## src/rtl/rtc_bus_pkg.sv

```systemverilog
`default_nettype none
// ============================================================================
// Module   : rtc_bus_pkg
// Purpose  : Shared types and constants for the RTC multiplexed bus engine:
//            FSM state encoding, default phase length and RTC register map.
// Ports    : none (package)
// Revision : 1.0 - initial release
// ============================================================================
package rtc_bus_pkg;

  typedef enum logic [2:0] {
    ST_IDLE     = 3'd0,
    ST_ADDR_ACT = 3'd1,
    ST_ADDR_REL = 3'd2,
    ST_DATA_ACT = 3'd3,
    ST_DATA_REL = 3'd4,
    ST_DONE     = 3'd5
  } state_t;

  localparam int unsigned c_T_PHASE_DEFAULT = 10;

  // RTC register map
  localparam logic [7:0] c_SEG          = 8'h21;
  localparam logic [7:0] c_MIN          = 8'h22;
  localparam logic [7:0] c_HORA         = 8'h23;
  localparam logic [7:0] c_DIA          = 8'h24;
  localparam logic [7:0] c_MES          = 8'h25;
  localparam logic [7:0] c_ANO          = 8'h26;
  localparam logic [7:0] c_CMD_TRANSFER = 8'hF0;

endpackage
`default_nettype wire

```

## src/rtl/rtc_phase_timer.sv

```systemverilog
`default_nettype none
// ============================================================================
// Module   : rtc_phase_timer
// Purpose  : 8-bit load/decrement phase counter. Loads load_val on load,
//            counts down while dec is high and saturates at zero.
// Ports    : clk, Reset      - clock, synchronous active-high reset
//            load, load_val  - reload request and value
//            dec             - decrement enable
//            tc              - terminal count (counter is zero)
// Revision : 1.0 - initial release
// ============================================================================
module rtc_phase_timer (
  input  logic       clk,
  input  logic       Reset,
  input  logic       load,
  input  logic [7:0] load_val,
  input  logic       dec,
  output logic       tc
);

  logic [7:0] r_count;

  always_ff @(posedge clk) begin
    if (Reset) begin
      r_count <= 8'd0;
    end else if (load) begin
      r_count <= load_val;
    end else if (dec && (r_count != 8'd0)) begin
      // Saturating: the counter must never wrap past zero.
      r_count <= r_count - 8'd1;
    end
  end

  assign tc = (r_count == 8'd0);

endmodule
`default_nettype wire

```

## src/rtl/rtc_bus_engine.sv

```systemverilog
`default_nettype none
// ============================================================================
// Module   : rtc_bus_engine
// Purpose  : Sequences one read or write on a multiplexed address/data RTC
//            bus: address phase (active + hold), data phase (active + hold),
//            then a one-cycle DONE. All pad and status outputs are registered.
// Ports    : clk, Reset               - clock, synchronous active-high reset
//            req, we, addr, wdata     - transaction request (sampled in IDLE)
//            busy, done, rdata        - status, completion pulse, read data
//            cs_n, rd_n, wr_n, ad_n   - active-low RTC strobes, addr/data sel
//            bus_out, bus_oe, bus_in  - pad drive value, enable, read-back
// Revision : 1.0 - initial release
// ============================================================================
module rtc_bus_engine
  import rtc_bus_pkg::*;
#(
  parameter int unsigned T_PHASE  = c_T_PHASE_DEFAULT,
  parameter logic [7:0]  IDLE_BUS = 8'hFF
) (
  input  logic       clk,
  input  logic       Reset,
  input  logic       req,
  input  logic       we,
  input  logic [7:0] addr,
  input  logic [7:0] wdata,
  output logic       busy,
  output logic       done,
  output logic [7:0] rdata,
  output logic       cs_n,
  output logic       rd_n,
  output logic       wr_n,
  output logic       ad_n,
  output logic [7:0] bus_out,
  output logic       bus_oe,
  input  logic [7:0] bus_in
);

  localparam logic [7:0] c_PHASE_LOAD = 8'(T_PHASE - 1);

  state_t     r_state;
  state_t     w_next;
  logic       w_load;
  logic       w_dec;
  logic       w_tc;

  logic       r_we;
  logic [7:0] r_addr;
  logic [7:0] r_wdata;

  // Transaction fields seen by the output decode: on the accept edge the
  // capture registers are not yet loaded, so take the live inputs.
  logic       w_txn_we;
  logic [7:0] w_txn_addr;
  logic [7:0] w_txn_wdata;

  logic       r_busy;
  logic       r_done;
  logic [7:0] r_rdata;
  logic       r_cs_n;
  logic       r_rd_n;
  logic       r_wr_n;
  logic       r_ad_n;
  logic [7:0] r_bus_out;
  logic       r_bus_oe;

  rtc_phase_timer u_timer (
    .clk      (clk),
    .Reset    (Reset),
    .load     (w_load),
    .load_val (c_PHASE_LOAD),
    .dec      (w_dec),
    .tc       (w_tc)
  );

  always_comb begin
    w_next = r_state;
    w_load = 1'b0;
    w_dec  = 1'b0;
    case (r_state)
      ST_IDLE: begin
        if (req) begin
          w_next = ST_ADDR_ACT;
          w_load = 1'b1;
        end
      end
      ST_ADDR_ACT: begin
        if (w_tc) begin
          w_next = ST_ADDR_REL;
          w_load = 1'b1;
        end else begin
          w_dec = 1'b1;
        end
      end
      ST_ADDR_REL: begin
        if (w_tc) begin
          w_next = ST_DATA_ACT;
          w_load = 1'b1;
        end else begin
          w_dec = 1'b1;
        end
      end
      ST_DATA_ACT: begin
        if (w_tc) begin
          w_next = ST_DATA_REL;
          w_load = 1'b1;
        end else begin
          w_dec = 1'b1;
        end
      end
      ST_DATA_REL: begin
        if (w_tc) begin
          w_next = ST_DONE;
        end else begin
          w_dec = 1'b1;
        end
      end
      ST_DONE: begin
        w_next = ST_IDLE;
      end
      default: begin
        w_next = ST_IDLE;
      end
    endcase
  end

  always_comb begin
    w_txn_we    = r_we;
    w_txn_addr  = r_addr;
    w_txn_wdata = r_wdata;
    if (r_state == ST_IDLE) begin
      w_txn_we    = we;
      w_txn_addr  = addr;
      w_txn_wdata = wdata;
    end
  end

  // State and all outputs registered together; outputs are decoded from the
  // state being entered so they line up exactly with the phase boundaries.
  always_ff @(posedge clk) begin
    if (Reset) begin
      r_state   <= ST_IDLE;
      r_we      <= 1'b0;
      r_addr    <= 8'h00;
      r_wdata   <= 8'h00;
      r_busy    <= 1'b0;
      r_done    <= 1'b0;
      r_rdata   <= 8'h00;
      r_cs_n    <= 1'b1;
      r_rd_n    <= 1'b1;
      r_wr_n    <= 1'b1;
      r_ad_n    <= 1'b1;
      r_bus_oe  <= 1'b0;
      r_bus_out <= IDLE_BUS;
    end else begin
      r_state <= w_next;
      r_we    <= w_txn_we;
      r_addr  <= w_txn_addr;
      r_wdata <= w_txn_wdata;

      // Read data is sampled on the last cycle the read strobe is low.
      if ((r_state == ST_DATA_ACT) && w_tc && !r_we) begin
        r_rdata <= bus_in;
      end

      r_busy    <= (w_next != ST_IDLE);
      r_done    <= (w_next == ST_DONE);
      r_cs_n    <= 1'b1;
      r_rd_n    <= 1'b1;
      r_wr_n    <= 1'b1;
      r_ad_n    <= 1'b1;
      r_bus_oe  <= 1'b0;
      r_bus_out <= IDLE_BUS;

      case (w_next)
        ST_ADDR_ACT: begin
          // wr_n doubles as the address latch strobe in this phase.
          r_cs_n    <= 1'b0;
          r_ad_n    <= 1'b0;
          r_wr_n    <= 1'b0;
          r_bus_oe  <= 1'b1;
          r_bus_out <= w_txn_addr;
        end
        ST_ADDR_REL: begin
          r_ad_n    <= 1'b0;
          r_bus_oe  <= 1'b1;
          r_bus_out <= w_txn_addr;
        end
        ST_DATA_ACT: begin
          r_cs_n <= 1'b0;
          if (w_txn_we) begin
            r_wr_n    <= 1'b0;
            r_bus_oe  <= 1'b1;
            r_bus_out <= w_txn_wdata;
          end else begin
            r_rd_n <= 1'b0;
          end
        end
        ST_DATA_REL: begin
          if (w_txn_we) begin
            r_bus_oe  <= 1'b1;
            r_bus_out <= w_txn_wdata;
          end
        end
        default: begin
        end
      endcase
    end
  end

  assign busy    = r_busy;
  assign done    = r_done;
  assign rdata   = r_rdata;
  assign cs_n    = r_cs_n;
  assign rd_n    = r_rd_n;
  assign wr_n    = r_wr_n;
  assign ad_n    = r_ad_n;
  assign bus_oe  = r_bus_oe;
  assign bus_out = r_bus_out;

endmodule
`default_nettype wire

```

## config.mk

```make
export PLATFORM = sky130hd
export DESIGN_NAME = rtc_bus_engine
export DESIGN_NICKNAME = d
export VERILOG_FILES = /design/src/rtl/rtc_bus_pkg.sv /design/src/rtl/rtc_phase_timer.sv /design/src/rtl/rtc_bus_engine.sv
export SDC_FILE = /design/constraint.sdc
export NUM_CORES = 1
export LEC_CHECK = 0
export CAP_MARGIN = 20
export CORE_ASPECT_RATIO = 0.7
export CORE_MARGIN = 8
export CORE_UTILIZATION = 25
export CTS_CLUSTER_SIZE = 25
export DETAILED_ROUTE_END_ITERATION = 10
export GPL_TIMING_DRIVEN = 0
export PLACE_DENSITY = 0.51
export REMOVE_ABC_BUFFERS = 1
export SYNTH_ARGS = -nofsm -noshare
export SYNTH_HDL_FRONTEND = slang
export SYNTH_HIERARCHICAL = 1
export SYNTH_SLANG_ARGS = --single-unit
```

## constraint.sdc

```tcl
create_clock -name clk -period 3.1 [get_ports clk]
set_input_delay 0.62 -clock clk [delete_from_list [all_inputs] [get_ports clk]]
set_output_delay 0.62 -clock clk [all_outputs]
set_load 0.1 [all_outputs]
```

Word level (Yosys, flattened, before mapping)
Index checks and enable logic that the tools add are counted.
{ "totals": {"ff_bits": 51, "out_inout_bits": 23, "elab_cells": 66} }
{ "classes": {"n_addsub": 1, "eq_ne": 9, "mux": 24, "bitwise": 1, "reduce_logical": 16} }
{ "ops": {"columns": ["op", "count"], "rows": [
  ["8-bit 2-to-1 mux", 3],
  ["8-bit case mux with 2 select lines", 1],
  ["3-bit 2-to-1 mux", 5],
  ["3-bit case mux with 5 select lines", 1],
  ["3-bit by 2-bit == test with 1-bit output (second input constant)", 4],
  ["2-bit OR reduction", 5],
  ["3-bit == test (second input constant)", 3],
  ["1-bit 2-to-1 mux", 9],
  ["8-bit zero test", 1],
  ["4-bit 2-to-1 mux", 2],
  ["8-bit nonzero test", 1],
  ["8-bit by 1-bit subtractor with 8-bit output (second input constant)", 1],
  ["3-bit by 1-bit == test with 1-bit output (second input constant)", 2],
  ["1-bit case mux with 2 select lines", 3],
  ["4-bit OR reduction", 1],
  ["1-bit logical AND", 3],
  ["3-bit zero test", 1],
  ["3-bit nonzero test", 1],
  ["3-bit OR reduction", 1],
  ["2-bit nonzero test", 1],
  ["1-bit zero test", 1],
  ["1-bit NOT", 1]
]} }

Longest topological paths before layout
{ "depth": {"word_depth": 6, "depth_mapped": 10, "depth_no_buf": 9} }

By module
The synthesis kept the hierarchy.
{ "modules_own_cells": {"columns": ["module", "instances", "cells_per_inst", "area_per_inst_um2"], "rows": [
  ["rtc_bus_engine", 1, 163, 1649.1],
  ["rtc_phase_timer", 1, 59, 515.5]
]} }

Least setup slack after synthesis
OpenSTA, ideal clock, no wires.
{ "synth_timing": {"path_type": "register -> register", "from": "reg u_timer.r_count[2]", "to": "reg u_timer.r_count[1]", "setup_time_ps": 134, "t_arrival_ps": 2654, "required_ps": 2966, "setup_slack_ps": 312, "path_stages_with_launch": 9, "n_path_buf": 1, "synth_period_minus_slack_ps": 2788, "path_cell_list": "dfxtp_1 > or4_4 > nor4_1 > o21ai_0 > a21oi_1 > clkbuf_1 > clkinv_1 > nand4b_1 > o211ai_1"} }
{ "synth_via": {"elab_chain_len": 4, "word_cells_on_any_way": 8, "cone_classes": "4 x mux; 4 x reduce/logical"} }
{ "synth_lines": {"columns": ["element", "line_no", "text"], "rows": [
  ["from (decl)", "rtc_phase_timer.sv:21", "logic [7:0] r_count;"],
  ["from (signal assigned)", "rtc_phase_timer.sv:27", "r_count <= load_val;"],
  ["from (signal assigned)", "rtc_phase_timer.sv:30", "r_count <= r_count - 8'd1;"],
  ["8-bit zero test", "rtc_phase_timer.sv:34", "assign tc = (r_count == 8'd0);"],
  ["via w_tc", "rtc_bus_engine.sv:44", "logic w_tc;"],
  ["1-bit 2-to-1 mux", "rtc_bus_engine.sv:87, rtc_bus_engine.sv:95, rtc_bus_engine.sv:103", null],
  ["1-bit case mux with 2 select lines", "rtc_bus_engine.sv:79", "case (r_state)"],
  ["via w_load", "rtc_bus_engine.sv:42", "logic w_load;"],
  ["2-bit OR reduction (no line)", null, null]
]} }
The timed path passes the listed nets, and every way through them passes these cells.
A chain may end at the register's enable or synchronous reset.

Worst setup path in the final report
{ "layout_timing": {"from": "reg r_state[2]", "to": "reg u_timer.r_count[7]"} }
{ "layout_via": {"elab_chain_len": 4, "word_cells_on_any_way": 11, "cone_classes": "4 x eq/ne; 2 x mux; 5 x reduce/logical"} }
{ "layout_lines": {"columns": ["element", "line_no", "text"], "rows": [
  ["from (decl)", "rtc_bus_engine.sv:40", "state_t r_state;"],
  ["from (signal assigned)", "rtc_bus_engine.sv:155", "r_state <= w_next;"],
  ["3-bit by 2-bit == test with 1-bit output, or another cell as far along", "rtc_bus_engine.sv:79", null],
  ["4-bit OR reduction (no line) *", null, null],
  ["1-bit 2-to-1 mux *", null, null],
  ["via w_dec", "rtc_bus_engine.sv:43", "logic w_dec;"],
  ["1-bit logical AND *", "rtc_phase_timer.sv:28", "end else if (dec && (r_count != 8'd0)) begin"]
]} }
Mark *: on every way through the listed nets, which the timed path passes. The rest lies on a longest branch.

==> results.yml <==
grt:
  grt_pass1_wl_mm: 8.53
  antenna_found_initial: 0
  grt_max_degree: 44
  grt.total_usage: 0.0907
  grt_pass1_vias: 1679
  gr-total-overflow: 0
clocking:
  cts_buffers: 5
  clk_pin_slew_ns: 0.06
  cts.sinks: 51
  clock_latency_ns: 0.29
  post-cts-setup-buffers: 0
  tritoncts: "yes"
  htree_levels: 2
  cts.path.max_buffers: 2
  cts-root-buf: "clkbuf_16"
floorplan:
  pin_count: 51
  die_area_sq_um: 11900
  start_util: 0.256
  coreArea_sq_um: 8440
  fp.dieH_um: 93.9
  die_x_um: 127
  rows: 28
detailed_routing:
  dr.pass1.iters: 4
  wl_met2_mm: 2.00
  drc: 0
  drt-total-wl_mm: 5.08
  vias: 1698
  wl_met1_mm: 2.66
  top_layer: "met4"
  wl_per_cell_um: 12.8
  wl_met3_um: 372
  drtIter0Drc: 73
  vias_per_cell: 4.29
  drtAntennaViolNets: 0
worst_hold_path:
  hp-start: "r_wdata[1]"
  hold_class: "flop to flop"
placement:
  hpwlAfterDp_mm: 3.56
  io_buffers: 50
  place_congestion: 0.739
critical_path:
  r2r_start: "r_state[2]"
  arrival_ns: 3.04
  critPathLaunch: "r_state[2]"
  path_class: "flop to flop"
  worstPathMaxFanout: 15
  startpoint_type: "flop"
  required_ns: 3.23
  crit_path_end_kind: "flop"
logic_synthesis:
  synth_seq_cells: 51
  synth_adder_area_share: 0.0116
  synth_top_family_by_area: "simple AND/OR/NAND/NOR gates"
  ys_async_sr_fraction: 0
  synth_xor_area_frac: 0.0162
  synth_edf_count: 0
  ys.flop_type: "dfxtp_1"
  synth_area_sq_um: 2160
  synthCells: 222
  yosys_warnings: 6
  synth-simple-area-share: 0.190
  synth_mux_area_frac: 0.125
  synth.distinct_cells: 44
  syn_area_per_cell_sq_um: 9.75
  ys_seq_area_frac: 0.472
  synth_compound_area_frac: 0.135
job:
  maxCapViolations: 0
sta:
  worst_pin_slew_ns: 0.988
  fin_crit_sh: 0.938
  drv_slew: 0
  finalHoldViolCount: 0
  period_needed_ns: 2.91
  rsz0062_at_grt: "yes"
  slew_headroom: 0.339
  fin_skew_ns: 0.00798
  finalSetupViolCount: 0
  finalSetupTns_ns: 0
  fmax_ghz: 0.344
finish:
  layout_common_cells: "51 x dfxtp_1, 49 x clkdlybuf4s50_1, 37 x nor2_1, 27 x mux2i_1, 10 x a21oi_1"
  final_common_cell: "dfxtp_1"
  drive_above_1_share: 0.105
  finalNetCount: 305
  fin_util: 0.353
  area_growth_pct: 37.7
  antenna_cells: 0
pwr:
  peakVddDrop_mv: 0.268
  power_leakage_nw: 1.13
  powerDensity_nw_per_um2: 787
run_status:
  status: "complete, no violations"
-- routing by layer --
| metal | vias up | global-route usage |
|---|---|---|
| met4 | 0 | 0.0355 |
| met1 | 774 | 0.122 |
| met3 | 5 | 0.0402 |
| li1 | 881 | - |
| met2 | 38 | 0.123 |
| met5 | - | 0 |
-- through the flow --
step	power [mW]	hold WS, ns	setup slack [ns]	cells	area (sq um)
finish	2.34	0.481	0.192	396	2980
global route	2.50	0.511	-0.00873	396	2980
CTS	2.36	0.486	0.00562	395	2960
detailed placement	1.77	0.470	-0.667	387	2800
global placement	1.76	0.465	-1.66	384	2760
floorplan	1.54	0.449	-0.474	214	2110
-- worst max-delay path, cell delays in order (launching register included) --
cell	delay, ns
dfxtp_1	0.69
nor3_2	0.22
buf_6	0.20
nor3_1	0.61
or3b_2	0.52
nor3_1	0.20
mux2i_1	0.22
a211oi_1	0.09
-- cell usage after synthesis (2+ instances only) --
library cell | instances | area, sq um
xnor2_1 | 3 | 26.3
nand2_1 | 7 | 26.3
clkbuf_1 | 6 | 22.5
nor2b_1 | 8 | 50.1
or4_1 | 2 | 15.0
buf_2 | 3 | 15.0
or3_2 | 2 | 15.0
nor3_1 | 4 | 20.0
buf_6 | 2 | 22.5
nor3b_1 | 5 | 37.5
o221ai_1 | 8 | 70.1
ha_1 | 2 | 25.0
o31ai_1 | 2 | 15.0
buf_4 | 2 | 15.0
o211ai_1 | 2 | 15.0
o21ai_0 | 5 | 25.0
a21oi_1 | 11 | 55.1
a311oi_1 | 2 | 17.5
dfxtp_1 | 51 | 1020
inv_1 | 5 | 18.8
nor2_1 | 37 | 139
or4_2 | 2 | 17.5
mux2i_1 | 27 | 270
o21a_1 | 3 | 22.5
conb_1 | 2 | 7.51
-- final timing paths --
kind                                      endpoint  slack [ns]  cells past startpoint
worst max-delay path            u_timer/r_count[7]        0.19                      7
worst min-delay path                    r_wdata[1]        0.48                      2
worst max register to register  u_timer/r_count[7]        0.19                      7
worst min register to register          r_wdata[1]        0.48                      2
-- final cells by class --
cell class / count / area (sq um)
multi-input cells: 157 / 1100
fillers: 874 / 5460
inverters: 6 / 22.5
clock inverters: 1 / 8.76
flip-flops and latches: 51 / 1020
clock buffers: 7 / 143
well taps: 120 / 150
repair buffers: 54 / 533
-- registers in the layout, indices dropped and copies added (netlist names) --
name	cells
bus_out	8
r_addr	8
r_wdata	8
rdata	8
u_timer/r_count	8
r_state	3
ad_n	1
bus_oe	1
busy	1
cs_n	1
done	1
r_we	1
rd_n	1
wr_n	1
-- cell families after synthesis --
logic type	count (synthesis)
AND/OR/NAND/NOR	78
flip-flops	51
AO/OA/AOI/OAI	38
multiplexers	27
buffers and inverters	20
XOR/XNOR	4
adder cells (fa/ha/maj)	2
other	2
-- power by group --
part / internal, mW / switching (mW) / total [mW] / leakage [nW]
clock: 0.323 / 0.237 / 0.560 / 0.0741
combinational: 0.346 / 0.601 / 0.947 / 0.638
sequential: 0.762 / 0.0759 / 0.837 / 0.421
-- repair_timing --
| item | in CTS | in global routing |
|---|---|---|
| resized for setup | 2 | 2 |
| hold buffers | 0 | 0 |
| setup endpoints to repair | 15 | 13 |
(Power assumes the default switching activity.)
